### config.mk
export PLATFORM = sky130hd
export DESIGN_NAME = wb_regfile
export DESIGN_NICKNAME = d
export VERILOG_FILES = /design/src/rtl/mips_pkg.sv /design/src/rtl/wb_mux.sv /design/src/rtl/wb_regfile.sv
export SDC_FILE = /design/constraint.sdc
export NUM_CORES = 2
export LEC_CHECK = 0
export ABC_AREA = 1
export CAP_MARGIN = 20
export CORE_MARGIN = 5
export CORE_UTILIZATION = 55
export CTS_BUF_LIST = sky130_fd_sc_hd__clkbuf_16
export CTS_CLUSTER_DIAMETER = 50
export DETAILED_ROUTE_END_ITERATION = 10
export GPL_TIMING_DRIVEN = 1
export MAX_ROUTING_LAYER = met4
export PLACE_DENSITY = 0.71
export SLEW_MARGIN = 25
export SYNTH_ARGS = -nofsm -noshare
export SYNTH_HDL_FRONTEND = slang
export SYNTH_SLANG_ARGS = --single-unit
export TNS_END_PERCENT = 30
### constraint.sdc
create_clock -name clk -period 1.72 [get_ports clk]
set_input_delay 0.172 -clock clk [delete_from_list [all_inputs] [get_ports clk]]
set_output_delay 0.172 -clock clk [all_outputs]
set_load 0.02 [all_outputs]
### src/rtl/mips_pkg.sv
// Shared definitions for the MIPS pipeline: datapath widths, register indices and common types.
package mips_pkg;

  localparam int DATA_W  = 32;
  localparam int ADDR_W  = 5;
  localparam int REG_NUM = 32;

  localparam logic [ADDR_W-1:0] ZERO_REG = 5'd0;

  typedef logic [ADDR_W-1:0] reg_idx_t;
  typedef logic [DATA_W-1:0] word_t;

endpackage

### src/rtl/wb_mux.sv
// Write-back result select: load data or ALU result, purely combinational.
module wb_mux
  import mips_pkg::*;
#(
  parameter int DATA_W = 32
) (
  input  logic              memtoregW,
  input  logic [DATA_W-1:0] aluoutW,
  input  logic [DATA_W-1:0] readdataW,
  output logic [DATA_W-1:0] resultW
);

  // Pick the write-back source for this instruction.
  always_comb begin
    resultW = {DATA_W{1'b0}};
    if (memtoregW) begin
      resultW = readdataW;
    end else begin
      resultW = aluoutW;
    end
  end

endmodule

### src/rtl/wb_regfile.sv
// Write-back stage plus 2-read/1-write GPR file with a retired-write counter.
// Define WB_REGFILE_BYPASS_EN to forward the WB result to same-cycle decode reads.
module wb_regfile
  import mips_pkg::*;
#(
  parameter int DATA_W = 32,
  parameter int ADDR_W = 5,
  parameter int CNT_W  = 32
) (
  input  logic              clk,
  input  logic              rst_n,
  input  logic              regwW,
  input  logic              memtoregW,
  input  logic [DATA_W-1:0] aluoutW,
  input  logic [DATA_W-1:0] readdataW,
  input  logic [ADDR_W-1:0] writeregW,
  input  logic [ADDR_W-1:0] ra1D,
  input  logic [ADDR_W-1:0] ra2D,
  output logic [DATA_W-1:0] rd1D,
  output logic [DATA_W-1:0] rd2D,
  output logic [DATA_W-1:0] resultW,
  output logic [CNT_W-1:0]  wr_cnt
);

  localparam int REGS = 2 ** ADDR_W;

  logic [DATA_W-1:0] gpr_r [0:REGS-1];
  logic [CNT_W-1:0]  wrCnt_r;
  logic              writeEn_s;
  logic [DATA_W-1:0] rd1_s;
  logic [DATA_W-1:0] rd2_s;

  wb_mux #(
    .DATA_W(DATA_W)
  ) u_wb_mux (
    .memtoregW(memtoregW),
    .aluoutW  (aluoutW),
    .readdataW(readdataW),
    .resultW  (resultW)
  );

  // Writes to $0 are dropped entirely, including the counter bump.
  assign writeEn_s = regwW && (writeregW != ZERO_REG);

  // Register array and counter: async clear, commit on enabled write.
  always_ff @(posedge clk or negedge rst_n) begin
    if (!rst_n) begin
      for (int i = 0; i < REGS; i++) begin
        gpr_r[i] <= {DATA_W{1'b0}};
      end
      wrCnt_r <= {CNT_W{1'b0}};
    end else if (writeEn_s) begin
      gpr_r[writeregW] <= resultW;
      wrCnt_r          <= wrCnt_r + {{(CNT_W-1){1'b0}}, 1'b1};
    end
  end

  // Read port 1: $0 and reset force zero; optional write-through on index match.
  always_comb begin
    rd1_s = {DATA_W{1'b0}};
    if (!rst_n || (ra1D == ZERO_REG)) begin
      rd1_s = {DATA_W{1'b0}};
`ifdef WB_REGFILE_BYPASS_EN
    end else if (writeEn_s && (ra1D == writeregW)) begin
      rd1_s = resultW;
`endif
    end else begin
      rd1_s = gpr_r[ra1D];
    end
  end

  // Read port 2: resolved independently of port 1.
  always_comb begin
    rd2_s = {DATA_W{1'b0}};
    if (!rst_n || (ra2D == ZERO_REG)) begin
      rd2_s = {DATA_W{1'b0}};
`ifdef WB_REGFILE_BYPASS_EN
    end else if (writeEn_s && (ra2D == writeregW)) begin
      rd2_s = resultW;
`endif
    end else begin
      rd2_s = gpr_r[ra2D];
    end
  end

  assign rd1D   = rd1_s;
  assign rd2D   = rd2_s;
  assign wr_cnt = wrCnt_r;

endmodule

==> results.ini <==
[final_layout]
final_nets=9407
layout_cells_sized_above_1_pct=19.2
nFillCells=8277
finish.utilization_pct=73.1
area.growth.synth_to_final_pct=31.5

[sta]
min_period_ns=2.42
setup_slack_ns=-0.699
timing_hold_violations_final=0
post-route-period-util_pct=141
final-max-slew-violation-count=0
fin_setup_tns_ns=-31.79
max_freq_mhz=413
max_slew.worst_pin.slew_ns=0.857
setup_viol_count_final=64
fin_skew_ns=0.00496
slew_headroom_pct=42.9
grt_setup_unrepaired=true

[floorplanning]
die_width_um=337
io-pin-count=211
dieArea_um2=113000
floorplan.initialDensity_pct=55.6
die_height_um=337
floorplan.rows=119
core_um2=106000

[logic_synthesis]
synth.cell_area_um2=58700
mapped_cells=8594
leading_post_synthesis_cells_by_cell_area=sky130_fd_sc_hd__dfrtp_1, sky130_fd_sc_hd__nand2_1, sky130_fd_sc_hd__a21oi_1
avgSynthCellArea_um2=6.83
netlist.top_cell.by_area=sky130_fd_sc_hd__dfrtp_1
synth_cell_type_count=34
yosysTopAreaCellShare_pct=45.0
flip_flop_and_latch_count_after_synthesis=1056
syn-num-nets=8678
synth_sequential_area_ratio_pct=45.0
synth-warning-count=0

[setup_path]
critical-path-slowest-cell=sky130_fd_sc_hd__buf_4
worst_ep_arrival_time_ns=2.25
cp.required_ns=1.55
reg2reg_depth=8
critical_path.n_buffers_inverters=5
worstSetupEndpointType=output pin
timing_worst_setup_path_type=in2out
critical_path.startpoint_type=primary input
critPathTopFamily=buffers and inverters
worst_path_cell_chain=clkbuf_8 -> nor2_4 -> buf_12 -> buf_4 -> nand2_1 -> nand2_1 -> nor2_1 -> nand2_1 -> nand3_2 -> a21oi_4 -> buf_6 -> buf_4
worst_path_most_repeated_cell=sky130_fd_sc_hd__nand2_1
reg2reg_launch_point=wr_cnt[0]
cp_slowest_stage_delay_ns=0.37
critical_path_peak_fanout=30
ff2ff_setup_slack_ns=0.11
r2r-end=wr_cnt[18]

[run_status]
run_status=finished with violations
violations=setup timing

[drt]
antenna_left=0
detailedRoute.firstIterationViolations=9372
detail_route.first_pass.iterations=9
drt-total-wl_um=245000
avgRoutedWirePerCell_um=22.6
avgViaCountPerCell=6.06
vias=65600
post-route-drc-count=0

[place]
buffer_ports.inserted=210
hpwlAfterDp_um=157000
finalWeightedCongestion=0.962

[clock_tree]
clock_path_buffers=3
worstSkewPairLatency_ns=0.74
clock-sinks=1056
clock_transition_at_the_registers_of_the_reported_paths_ns=0.06
num_cts_buffers=139
htreeDepth=4
tritoncts=built
ctsRootBufferMaster=sky130_fd_sc_hd__clkbuf_16

[pwr]
total_leakage_power_nw=36.6
power-per-cell-area_nw_per_um2=1130
vdd_ir_drop_max_mv=1.03

[min_path]
worst_hold_path.endpoint=gpr_r[104]
type_of_the_worst_min_delay_path=in2reg
timing.hold.worst_path_depth=7
hold_start=memtoregW

[flow_run]
maxCapViolations=0

[global_routing]
grt_antenna_before_repair=4
maximum_number_of_pins_on_one_net_before_global_route_repair=169
global_route_wire_length_before_repair_um=370000
first_global_vias=62500
gr-usage-all-layers_pct=43.6
grt.overflow.total=0

-- Yosys cell counts, drive strengths merged --
cell type and count:
xor2 10, clkbuf 365, o21a 3, nand3b 3
a21oi 1077, xnor2 6, and3 1, o21ai 595
clkinv 15, nand2 3136, ha 1, nor3 11
nor3b 1, nand3 850, nor2 887, buf 347
inv 211, nor4 6, nand4 13, dfrtp 1056
-- state kept, by name, indices dropped and copies added, names as in the netlist --
register  count
wr_cnt       32
gpr_r      1024
-- cell families (layout without fill, tap and decap cells) --
| logic type | count (synthesis) | count (layout) | share of synthesized area (%) |
|---|---|---|---|
| and+or+nand+nor | 4908 | 4908 | 33.7 |
| AOI/OAI and AO/OA | 1675 | 1675 | 14.3 |
| DFF | 1056 | 1056 | 45.0 |
| buffers and inverters | 938 | 1774 | 6.67 |
| xor gates and xnor gates | 16 | 16 | 0.239 |
| adders and majority gates | 1 | 1 | 0.0213 |
| other | 0 | 4 | 0 |
-- worst register-to-register path, stage by stage (launching register included) --
cell,delay [ns]
sky130_fd_sc_hd__dfrtp_1,0.35
sky130_fd_sc_hd__ha_1,0.18
sky130_fd_sc_hd__inv_1,0.07
sky130_fd_sc_hd__nor2_2,0.16
sky130_fd_sc_hd__nand3_1,0.17
sky130_fd_sc_hd__nor2_4,0.15
sky130_fd_sc_hd__nand2_1,0.14
sky130_fd_sc_hd__o21ai_0,0.20
sky130_fd_sc_hd__nand2_1,0.08
-- worst max-delay path by stage --
stage | endpoint | slack, ns | depth (start not counted) | startpoint
finish | rd1D[17] | -0.70 | 12 | ra1D[1]
global route | rd1D[27] | -0.72 | 11 | gpr_r[475]
CTS | rd1D[19] | -0.65 | 11 | gpr_r[755]
detailed placement | rd1D[10] | -0.96 | 12 | ra1D[0]
global placement | rd1D[16] | -0.95 | 9 | ra1D[2]
floorplan | rd2D[8] | -0.05 | 10 | ra2D[0]
-- layout by cell type (no fill, tap or decap), types with 17 or more instances in the layout --
| cell | instances |
|---|---|
| sky130_fd_sc_hd__clkinv_1 | 34 |
| sky130_fd_sc_hd__inv_2 | 17 |
| sky130_fd_sc_hd__nor2_1 | 836 |
| sky130_fd_sc_hd__a21oi_1 | 965 |
| sky130_fd_sc_hd__buf_4 | 826 |
| sky130_fd_sc_hd__clkbuf_16 | 146 |
| sky130_fd_sc_hd__inv_1 | 200 |
| sky130_fd_sc_hd__buf_6 | 106 |
| sky130_fd_sc_hd__a21oi_2 | 77 |
| sky130_fd_sc_hd__clkinv_2 | 27 |
| sky130_fd_sc_hd__nor2_2 | 30 |
| sky130_fd_sc_hd__nor2_4 | 21 |
| sky130_fd_sc_hd__buf_12 | 220 |
| sky130_fd_sc_hd__o21ai_1 | 100 |
| sky130_fd_sc_hd__nand2_2 | 54 |
| sky130_fd_sc_hd__a21oi_4 | 35 |
| sky130_fd_sc_hd__o21ai_2 | 19 |
| sky130_fd_sc_hd__nand3_2 | 111 |
| sky130_fd_sc_hd__o21ai_0 | 476 |
| sky130_fd_sc_hd__clkdlybuf4s50_1 | 88 |
| sky130_fd_sc_hd__nand2_1 | 3074 |
| sky130_fd_sc_hd__nand3_1 | 723 |
| sky130_fd_sc_hd__dfrtp_1 | 1053 |
-- stage by stage --
stage	setup slack [ns]	instances	cell area (µm²)	hold slack (ns)	power, mW
floorplan	-0.0464	8594	58700	-0.124	45.5
global placement	-0.951	10500	70100	0.220	54.9
detailed placement	-0.957	10500	70100	0.217	55.6
CTS	-0.650	10800	75800	0.178	85.6
global route	-0.716	10800	77200	0.223	91.1
finish	-0.699	10800	77200	0.211	87.0
-- cell type report --
| class | instances | area (µm²) | share of cell area, % |
|---|---|---|---|
| flip-flops and latches | 1056 | 26400 | 34.2 |
| multi-input cells | 6600 | 30200 | 39.1 |
| clock buffers | 144 | 3600 | 4.67 |
| well taps | 1391 | 1740 | 2.26 |
| diodes | 4 | 10.0 | 0.0130 |
| inverters | 226 | 871 | 1.13 |
| clock inverters | 104 | 997 | 1.29 |
| repair buffers | 1300 | 13400 | 17.3 |
-- power by group --
part / switching [mW] / internal (mW) / total (mW)
Clock: 11.8 / 17.6 / 29.5
Combinational: 12.9 / 10.5 / 23.4
Sequential: 3.84 / 30.3 / 34.2
Total: 28.6 / 58.5 / 87.0
-- per-layer routing --
metal	GRT usage, %	part of all wire, %	vias to the layer above	wire (µm)
met5	-	0	-	0
met4	26.2	7.8	0	19200
met3	10.9	13	1237	32200
met2	64.1	43	4714	105000
met1	54.5	36	30400	88400
li1	-	-	29300	-
-- repair_timing --
item,4_1_cts,5_1_grt
gates cloned,0,2
hold buffers,1,0
gates resized for setup,552,306
endpoints found under the hold margin,565,0
buffers inserted,21,47
endpoints found under the setup margin,102,217
pin swaps,153,225
Note: power is estimated with default switching activity, not from simulation.
